$ cat src/rtl/encoder_83_seq.sv
// encoder_83_seq: sequential 8-to-3 priority encoder, one index per valid/ready handshake
//
// Captures an 8-bit request vector on load and then emits the index of every
// set bit, highest priority first, one per handshake.
//
// Ports:
//   clk_i    clock, rising edge
//   rst_n_i  synchronous active-low reset
//   en_i     enable code, active only when 3'b100
//   load_i   capture request for data_i (IDLE only)
//   data_i   request vector
//   ready_i  consumer accepts data_o
//   data_o   current priority index
//   valid_o  data_o valid
//   busy_o   high while emitting
//   done_o   one-cycle pulse after the last index is accepted
//   none_o   one-cycle pulse after loading an all-zero vector
module encoder_83_seq #(
    parameter bit MSB_FIRST = 1'b1
) (
    input  logic       clk_i,
    input  logic       rst_n_i,
    input  logic [2:0] en_i,
    input  logic       load_i,
    input  logic [7:0] data_i,
    input  logic       ready_i,
    output logic [2:0] data_o,
    output logic       valid_o,
    output logic       busy_o,
    output logic       done_o,
    output logic       none_o
);
    localparam logic [0:0] IDLE = 1'b0;
    localparam logic [0:0] EMIT = 1'b1;

    logic [0:0] state;
    logic [7:0] pend;
    logic [7:0] pend_nxt;
    logic       en;

    // Scan from lowest to highest priority so the last hit wins.
    function automatic logic [2:0] pick(input logic [7:0] v);
        logic [2:0] idx;
        idx = 3'd0;
        for (int i = 0; i < 8; i++) begin
            if (MSB_FIRST ? v[i] : v[7 - i])
                idx = MSB_FIRST ? 3'(i) : 3'(7 - i);
        end
        return idx;
    endfunction

    assign en       = en_i == 3'b100;
    // data_o always names the bit being offered, so it is the one to clear.
    assign pend_nxt = pend & ~(8'd1 << data_o);

    always_ff @(posedge clk_i) begin
        if (!rst_n_i) begin
            state   <= IDLE;
            pend    <= 8'h00;
            data_o  <= 3'b000;
            valid_o <= 1'b0;
            busy_o  <= 1'b0;
            done_o  <= 1'b0;
            none_o  <= 1'b0;
        end else begin
            done_o <= 1'b0;
            none_o <= 1'b0;
            if (state == IDLE) begin
                if (en && load_i) begin
                    if (data_i != 8'h00) begin
                        pend    <= data_i;
                        state   <= EMIT;
                        valid_o <= 1'b1;
                        busy_o  <= 1'b1;
                        data_o  <= pick(data_i);
                    end else begin
                        none_o <= 1'b1;
                    end
                end
            end else if (!en) begin
                pend    <= 8'h00;
                state   <= IDLE;
                valid_o <= 1'b0;
                busy_o  <= 1'b0;
                data_o  <= 3'b000;
            end else if (ready_i) begin
                pend <= pend_nxt;
                if (pend_nxt == 8'h00) begin
                    state   <= IDLE;
                    valid_o <= 1'b0;
                    busy_o  <= 1'b0;
                    data_o  <= 3'b000;
                    done_o  <= 1'b1;
                end else begin
                    data_o <= pick(pend_nxt);
                end
            end
        end
    end
endmodule

$ cat config.mk
export PLATFORM = sky130hd
export DESIGN_NAME = encoder_83_seq
export DESIGN_NICKNAME = d
export VERILOG_FILES = /design/src/rtl/encoder_83_seq.sv
export SDC_FILE = /design/constraint.sdc
export NUM_CORES = 1
export LEC_CHECK = 0
export CAP_MARGIN = 20
export CORE_MARGIN = 1.5
export CORE_UTILIZATION = 45
export DETAILED_ROUTE_END_ITERATION = 12
export PLACE_DENSITY = 0.86
export SLEW_MARGIN = 20
export SYNTH_ARGS = -nofsm -noshare
export SYNTH_HDL_FRONTEND = slang
export SYNTH_SLANG_ARGS = --single-unit
$ cat constraint.sdc
create_clock -name clk_i -period 1.5 [get_ports clk_i]
set_input_delay 0.3 -clock clk_i [delete_from_list [all_inputs] [get_ports clk_i]]
set_output_delay 0.3 -clock clk_i [all_outputs]
set_load 0.01 [all_outputs]
== Word-level counts from Yosys, hierarchy flattened ==
Cells that the tools add are included.
Widths: inputs -> output; s select.

* Flip-flop bits (word level): 15
* Output and inout port bits: 7

* Eq/ne operators: 3
* Shifts and indexed selects: 1
* Multiplexer cells: 39
* Bitwise logic cells: 4
* Reductions and logical operators: 9

{| class="wikitable"
|+ Operator list
! operator !! number
|-
| $mux 3 || 18
|-
| $mux 8 || 5
|-
| $mux 1 || 16
|-
| $and 8x8->8 || 1
|-
| $logic_not 8->1 || 1
|-
| $not 8->8 || 1
|-
| $reduce_and 4->1 || 2
|-
| $reduce_bool 8->1 || 1
|-
| $shl 1x3->8 const A || 1
|-
| $reduce_bool 2->1 || 2
|-
| $eq 3x3->1 const B || 1
|-
| $ne 3x2->1 const B || 1
|-
| $ne 3x3->1 const B || 1
|-
| $reduce_and 3->1 || 1
|-
| $reduce_or 3->1 || 1
|-
| $not 1->1 || 2
|-
| $logic_and 1x1->1 || 1
|}

== Logic depth before layout (Yosys ltp) ==
Gate-level depths: netlist of the first run.

* Depth in word-level cells: 14
* Depth in mapped cells: 7
* Depth with buffers taken out: 5

== Least setup slack after synthesis of the first run ==
No wires, ideal clock.

* Path kind: register to register
* From: register data_o[0]
* To: register state
* Data arrival time: 1.473 ns
* Path slack: -0.092 ns
* Cell stages (with the launch flop): 6
* Cell sequence: dfxtp_1 -> buf_2 -> mux2_2 -> o22ai_1 -> a41oi_1 -> o31a_1

* Cells in the longest elaborated chain, start to end: 8

{| class="wikitable"
|+ RTL lines
! what !! line !! RTL
|-
| from (decl) || 27 || <nowiki>output logic [2:0] data_o,</nowiki>
|-
| from (signal assigned) || 75 || <nowiki>data_o <= pick(data_i);</nowiki>
|-
| from (signal assigned) || 95 || <nowiki>data_o <= pick(pend_nxt);</nowiki>
|-
| $shl 1x3->8 || 54 || <nowiki>assign pend_nxt = pend & ~(8'd1 << data_o);</nowiki>
|-
| $not 8->8 || 54 ||
|-
| $and 8x8->8 || 54 ||
|-
| $logic_not 8->1 || 88 || <nowiki>if (pend_nxt == 8'h00) begin</nowiki>
|-
| $mux 1 || 88 ||
|-
| $mux 1 || 86 || <nowiki>end else if (ready_i) begin</nowiki>
|-
| $mux 1 || 80 || <nowiki>end else if (!en) begin</nowiki>
|-
| $mux 1 || 68 || <nowiki>if (state == IDLE) begin</nowiki>
|-
| to (signal assigned) || 72 || <nowiki>state <= EMIT;</nowiki>
|-
| to (signal assigned) || 82 || <nowiki>state <= IDLE;</nowiki>
|-
| to (signal assigned) || 89 || <nowiki>state <= IDLE;</nowiki>
|-
| to (decl) || 36 || <nowiki>logic [0:0] state;</nowiki>
|}

No other way between the ends.
A chain may end at the register's enable or synchronous reset.

== Worst setup path in the final report of the first run ==
* From: register data_o[0]
* To: register data_o[1]

* Cells in the longest elaborated chain, start to end: 13

{| class="wikitable"
|+ RTL lines
! what !! line !! RTL
|-
| $shl 1x3->8 * || 54 ||
|-
| $not 8->8 * || 54 ||
|-
| $and 8x8->8 * || 54 ||
|-
| $mux 3 (6 in series) || 46 || <nowiki>if (MSB_FIRST ? v[i] : v[7 - i])</nowiki>
|-
| $mux 3 * || 88 ||
|-
| $mux 3 * || 86 ||
|-
| $mux 3 * || 80 ||
|-
| $mux 3 * || 68 ||
|}

Mark *: on every way between the ends. The rest lies on a longest branch, timed or not. The select of a mux whose other input is x is not followed.

==> metrics.csv, run 1 <==
metric,value,unit
async_flop_share,0,
ys_ff_latch,15,
area_growth,65.8,%
worst_path_max_delay_cell,dfxtp_4,
syn_avg_cell_area,8.11,um2
ant_nets,0,
place_congestion,0.885,
min_path_cells,3,
diodes,0,
die_h,51.4,um
fmax,0.615,GHz
fp.coreArea,2210,um2
clock_latency,0.30,ns
netlist_area,1050,um2
die_w,51.4,um
clockRootBuffer,clkbuf_4,
outcome,"complete, but fails checks",
final_core_util,0.791,
synth_largest_area_cell,dfxtp_1,
synth.distinct_cells,50,
finalHoldWorstSlack,0.414,ns
max_stage_delay,0.39,ns
cpMostUsedCell,buf_6,
synth_nets,145,
crit_type,register to register,
initial_core_util,0.477,
r2r_start,data_o[0],
grt-ovfl-total,0,
worstMarginPinSlew,0.372,ns
ios,22,
row_count,17,
dieArea,2640,um2
p_per_area,547,nW/um2
ir_drop,0.000536,V
synth_flop_cell,dfxtp_1,
rsz0062_at_grt,yes,
cts_hold_buf,0,
cp_top_family,simple AND/OR/NAND/NOR gates,
drive_gt1_frac,0.458,
cp_max_fo,7,
drcViolationCount,0,
hp-start,data_i[3],
vias,1449,
layout_min_cycle_time,1.63,ns
cp-start-kind,register,
arrival,1.81,ns
violations,negative setup slack,
worstSetupEndpointType,register,
ys_warn_count,0,
nets,208,
grt_pass1_wl,6.03,mm
hold_path_end,none_o,
hold_path.class,primary input to register,
leakage,0.757,nW
port_buffers,21,
path_cells,buf_6 > nor4bb_4 > or3_4 > buf_6 > nand2b_4 > a21oi_2 > o221a_1,
total_power,957,uW
setup_viol_count_final,12,
wl_per_cell,20.9,um
wirelength,4.59,mm
numCtsBuffers,3,
skew,0.00497,ns
reg2regPathDepth,7,
cts_tree,yes,
final-hold-violation-count,0,
synth_area_leaders,"dfxtp_1, a21boi_0, a21oi_1",
dr.pass1.iters,5,
cts.path.max_buffers,2,
fin_setup_tns,-0.602,ns
placed_area,1540,um2
fin_crit_sh,1.08,
synth_edf_count,0,
cts_sinks,15,
grt_antenna_before_repair,0,
post-place-ws,-0.617,ns
grtUsageTotal,0.319,
avgViaCountPerCell,6.59,
reg2reg_slack,-0.13,ns
grt_pass1_vias,1321,
yosys.area.top_type_share,0.285,
max_cap_viol_count,0,
synthCells,130,
hpwl,2.53,mm
fin_cells,220,
worst_slack,-0.126,ns
dp.cells,205,
r2r-end,data_o[1],
grt_max_degree,16,
required,1.69,ns
final_cell_mix,"buf_4, dfxtp_1, nand2_1, nor2_1",
fillers,131,
mostFrequentLayoutCell,buf_4,
design_area,1750,um2
ctsHtreeMaxLevel,1,
maxSlewHeadroom,0.752,
slew_viol_final,0,
drt_iter0_drc,91,
clk_pin_slew,0.10,ns
path_buf_inv,2,
yosysSeqAreaShare,0.285,
-- routing by layer --
layer  GRT usage  share of wire  up-vias
li1            -              -      609
met5           0              0        -
met4       0.285          0.084        0
met2       0.524           0.49      122
met1       0.343           0.35      672
met3      0.0614          0.077       46
-- state kept, by name, summed over array words and instances (netlist names) --
register  cells
state         1
busy_o        1
pend          8
done_o        1
data_o        3
none_o        1
-- timing repair --
item | CTS | global route
pin swaps | 10 | 8
setup buffers | 5 | 7
gates resized for setup | 40 | 30
endpoints found under the setup margin | 19 | 15
-- cells in the mapped netlist, types with 2 or more instances --
master and number:
a31oi_1 2, nand3b_1 3, nand2_1 11, nand2b_1 2, clkbuf_1 2, nor2_1 9, nor4_4 2, o21ai_0 9
o21ai_1 3, dfxtp_1 15, nor3_1 5, a21oi_1 9, o221a_2 2, nand3_1 2, inv_1 9, buf_2 4
a21boi_0 8
-- layout make-up --
class | count | area, um2 | area share
multi-input combinational | 97 | 787 | 0.450
timing repair buffer | 67 | 551 | 0.315
sequential | 15 | 313 | 0.179
tap | 28 | 35.0 | 0.0200
inverter | 9 | 33.8 | 0.0193
clock buffer | 3 | 22.5 | 0.0129
clock inverter | 1 | 7.51 | 0.00429
-- cell families after synthesis --
family | count (synthesis) | synth area share
AOI/OAI and AO/OA | 49 | 0.344
buffers and inverters | 18 | 0.0795
DFF | 15 | 0.285
muxes | 2 | 0.0202
and+or+nand+nor | 46 | 0.272
-- power by group --
part	switching, mW	internal, mW
registers	0.0201	0.407
clock network	0.151	0.102
logic	0.136	0.141
-- how the worst max path moves through the flow --
stage	from	end	cells past startpoint
after global routing	pend[5]	state	5
after global placement	en_i[2]	data_o[0]	7
after detailed placement	en_i[2]	pend[0]	6
after CTS	data_o[0]	state	6
after floorplan	en_i[1]	data_o[1]	6
final	data_o[0]	data_o[1]	7
-- tightest hold or removal path, delay by kind of cell --
family	cells	cell delay, ns
buffers and inverters	1	0.12
and+or+nand+nor	2	0.25
Power figures use the tool's default switching activity.
==> run 2: changes to the inputs <==
--- a/config.mk
+++ b/config.mk
@@ -8,8 +8,10 @@
 export CAP_MARGIN = 20
 export CORE_MARGIN = 1.5
 export CORE_UTILIZATION = 45
+export CTS_CLUSTER_DIAMETER = 100
 export DETAILED_ROUTE_END_ITERATION = 12
 export PLACE_DENSITY = 0.86
+export REMOVE_ABC_BUFFERS = 1
 export SLEW_MARGIN = 20
 export SYNTH_ARGS = -nofsm -noshare
 export SYNTH_HDL_FRONTEND = slang
==> metrics.csv, run 2 (synthesis results as in run 1) <==
metric,value,unit
worstMarginPinSlew,0.342,ns
outcome,"complete, but fails checks",
cp_max_fo,6,
clockRootBuffer,clkbuf_4,
setup_viol_count_final,5,
violations,negative setup slack,
row_count,17,
required,1.70,ns
cts_sinks,15,
grt_max_degree,16,
total_power,949,uW
crit_type,register to register,
design_area,1720,um2
final_core_util,0.776,
fin_crit_sh,1.07,
dr.pass1.iters,4,
arrival,1.81,ns
leakage,0.739,nW
ant_nets,0,
cp-start-kind,register,
path_cells,buf_6 > nand3b_1 > o211ai_1 > a41oi_2 > buf_4 > o31a_1,
layout_min_cycle_time,1.61,ns
clock_latency,0.30,ns
dieArea,2640,um2
largest_register,pend,
slew_viol_final,0,
fmax,0.622,GHz
die_w,51.4,um
grt_pass1_vias,1406,
maxSlewHeadroom,0.770,
hpwl,2.71,mm
area_growth,62.8,%
initial_core_util,0.477,
max_cap_viol_count,0,
drt_iter0_drc,48,
max_stage_delay,0.35,ns
largest_register_ffs,8,
drcViolationCount,0,
reg_top3,"pend (8), data_o (3)",
rsz0062_at_grt,yes,
wl_per_cell,18.8,um
wirelength,4.16,mm
worst_path_max_delay_cell,dfxtp_2,
fp.coreArea,2210,um2
worst_slack,-0.108,ns
final-hold-violation-count,0,
drive_gt1_frac,0.453,
place_congestion,0.852,
skew,0.00226,ns
grt_pass1_wl,6.46,mm
numCtsBuffers,3,
hold_path.class,primary input to register,
grt_antenna_before_repair,1,
ir_drop,0.000565,V
ctsHtreeMaxLevel,1,
final_cell_mix,"buf_4, dfxtp_1, nand2_1, o21ai_1",
clk_pin_slew,0.10,ns
nets,208,
ios,22,
cts.path.max_buffers,2,
worstSetupEndpointType,register,
cts_tree,yes,
placed_area,1530,um2
vias,1318,
die_h,51.4,um
avgViaCountPerCell,5.96,
grt-ovfl-total,0,
grtUsageTotal,0.338,
port_buffers,21,
reg2reg_slack,-0.11,ns
p_per_area,553,nW/um2
mostFrequentLayoutCell,buf_4,
run 2: stage by stage:
stage	hold WS (ns)	cells	TNS, ns	worst slack, ns
floorplan	0.428	121	-2.48	-0.219
global placement	0.479	206	-7.30	-0.627
detailed placement	0.495	206	-8.68	-0.755
CTS	0.410	219	-0.237	-0.106
global route	0.279	221	-0.676	-0.194
finish	0.276	221	-0.346	-0.108
run 2: critical path, delay by kind of cell, from the launching register on:
| kind | cells | cell delay, ns |
|---|---|---|
| AOI/OAI and AO/OA | 3 | 0.68 |
| buffers and inverters | 2 | 0.30 |
| DFF | 1 | 0.35 |
| and+or+nand+nor | 1 | 0.17 |
run 2: final timing paths:
kind                            cells after the start      end      start
worst min-delay path                                3  pend[0]  data_i[0]
worst max-delay path                                6    state  data_o[0]
worst min register to register                      2  pend[7]    pend[7]
worst max register to register                      6    state  data_o[0]
run 2: where the power goes:
group          internal, mW  leakage [nW]  switching (mW)
clock                 0.104        0.0150           0.149
sequential            0.409         0.124          0.0160
combinational         0.140         0.600           0.132
total                 0.653         0.739           0.297
run 2: layout make-up:
type | instances | area [um2]
Fill cell | 166 | 495
Clock buffer | 4 | 26.3
Antenna cell | 1 | 2.50
Tap cell | 28 | 35.0
Inverter | 9 | 33.8
Multi-Input combinational cell | 97 | 761
Sequential cell | 15 | 309
Timing Repair Buffer | 67 | 549
run 2: what timing repair did:
| action | CTS | global route |
|---|---|---|
| hold buffers | 0 | 0 |
| endpoints found under the setup margin | 18 | 14 |
| pin swaps | 14 | 7 |
| gates cloned | 0 | 0 |
| resized for setup | 62 | 15 |
| buffers inserted | 10 | 2 |
run 2: metal layers:
metal | vias to the layer above | track usage | share of wire
li1 | 612 | - | -
met1 | 630 | 0.345 | 0.37
met3 | 23 | 0.0643 | 0.042
met2 | 53 | 0.645 | 0.53
met5 | - | 0 | 0
met4 | 0 | 0.162 | 0.057
==> run 3: changes to the inputs <==
--- a/config.mk
+++ b/config.mk
@@ -5,12 +5,11 @@
 export SDC_FILE = /design/constraint.sdc
 export NUM_CORES = 1
 export LEC_CHECK = 0
-export CAP_MARGIN = 20
 export CORE_MARGIN = 1.5
 export CORE_UTILIZATION = 45
 export CTS_CLUSTER_DIAMETER = 100
 export DETAILED_ROUTE_END_ITERATION = 12
-export PLACE_DENSITY = 0.86
+export PLACE_DENSITY_LB_ADDON = 0.3
 export REMOVE_ABC_BUFFERS = 1
 export SLEW_MARGIN = 20
 export SYNTH_ARGS = -nofsm -noshare
==> metrics.csv, run 3 (synthesis results as in run 1) <==
metric,value,unit
cp-start-kind,register,
multi_input_area,722,um2
cts.path.max_buffers,2,
clockRootBuffer,clkbuf_4,
avgViaCountPerCell,5.70,
route.met3.wl,127,um
vias,1231,
reg2reg_slack,-0.10,ns
numCtsBuffers,3,
grt_pass1_wl,5.33,mm
ios,22,
fmax,0.623,GHz
reg_top3,"pend (8), data_o (3)",
cp_top_family,compound AO/OA/AOI/OAI gates,
row_count,17,
dieArea,2640,um2
grt_antenna_before_repair,0,
worst_slack,-0.104,ns
fin_setup_tns,-0.274,ns
max_cap_viol_count,0,
fin_crit_sh,1.07,
final_cell_mix,"buf_4, dlygate4sd2_1, dfxtp_1, nand2_1",
crit_type,register to register,
worstMarginPinSlew,0.345,ns
initial_core_util,0.477,
ir_drop,0.000491,V
area_growth,57.4,%
port_buffers,21,
path_cells,buf_6 > nand3b_1 > o211ai_1 > a41oi_2 > buf_4 > o31a_1,
drt_iter0_drc,30,
outcome,"complete, but fails checks",
grt_pass1_vias,1184,
top_layer,met4,
r2r_start,data_o[0],
total_power,914,uW
hold_path_end,pend[0],
required,1.69,ns
wirelength,3.33,mm
wl_per_cell,15.4,um
worstSetupStartpoint,data_o[0],
largest_register_ffs,8,
drive_gt1_frac,0.383,
grtUsageTotal,0.271,
setup_viol_count_final,4,
grt_max_degree,16,
final-hold-violation-count,0,
p_per_area,551,nW/um2
hold_path.class,primary input to register,
cp_max_fo,4,
layout_min_cycle_time,1.60,ns
r2r-end,state,
die_w,51.4,um
largest_register,pend,
fp.coreArea,2210,um2
maxSlewHeadroom,0.770,
max_stage_delay,0.35,ns
diodes,0,
clock_latency,0.29,ns
grt-ovfl-total,0,
reg2regPathDepth,6,
path_buf_inv,2,
ant_nets,0,
ctsHtreeMaxLevel,1,
wl_met2,1.66,mm
slew_viol_final,0,
mostFrequentLayoutCell,buf_4,
min_path_cells,3,
cts_sinks,15,
dr.pass1.iters,4,
place_congestion,0.936,
arrival,1.79,ns
fillers,175,
clk_pin_slew,0.09,ns
drcViolationCount,0,
worstSetupEndpointType,register,
cts_hold_buf,0,
cts_tree,yes,
skew,0.00470,ns
layout.area.seq,309,um2
violations,negative setup slack,
rsz0062_at_grt,yes,
wl_met1,1.51,mm
die_h,51.4,um
worst_path_max_delay_cell,dfxtp_2,
hp-start,data_i[0],
nets,204,
hpwl,2.43,mm
leakage,0.713,nW
-- run 3: cell types whose count changed in the layout (fill, tap and decap cells not counted), sizes merged --
cell / previous run / this run
diode: 1 / 0
dlygate4sd2: 7 / 13
clkdlybuf4s15: 3 / 0
clkbuf: 7 / 4
buf: 49 / 45
-- run 3: final cells by class --
type	instances	share of cell area
Clock buffer	4	0.0158
Inverter	9	0.0203
Timing Repair Buffer	63	0.322
Tap cell	28	0.0211
Sequential cell	15	0.186
Multi-Input combinational cell	97	0.435
-- run 3: layer usage --
layer  up-vias  GRT usage
met2        30      0.474
met1       594      0.333
met3         7     0.0673
li1        600          -
met5         -          0
met4         0     0.0570
-- run 3: worst reg2reg max path, stage by stage (launching register included) --
cell and delay [ns]:
dfxtp_2 0.35, buf_6 0.13, nand3b_1 0.18, o211ai_1 0.27, a41oi_2 0.17, buf_4 0.17, o31a_1 0.23
-- run 3: what timing repair did --
item                                    CTS  global route
endpoints found under the setup margin   18            13
setup buffers                             5             1
pin swaps                                16             9
cloned                                    0             0
gates resized for setup                  48            14
hold endpoints to repair                  0             0
-- run 3: power by group --
group          switching (mW)  internal (mW)
combinational           0.115          0.135
sequential             0.0142          0.409
clock                   0.138          0.104
total                   0.267          0.647
-- run 3: worst max path at each step --
stage / endpoint / slack, ns / depth (start not counted)
after floorplan: state / -0.22 / 4
after global placement: pend[2] / -0.59 / 6
after detailed placement: pend[3] / -0.67 / 6
after CTS: state / -0.08 / 6
after global routing: state / -0.15 / 6
final: state / -0.10 / 6
-- run 3: stage by stage --
step                setup slack (ns)  utilization  instances  cell area [um2]  hold WS (ns)
global placement              -0.586        0.693        206             1530         0.491
floorplan                     -0.219            -        121             1000         0.428
global route                  -0.152        0.751        216             1660         0.438
detailed placement            -0.670        0.693        206             1530         0.512
CTS                          -0.0808        0.726        215             1610         0.437
finish                        -0.104        0.751        216             1660         0.437
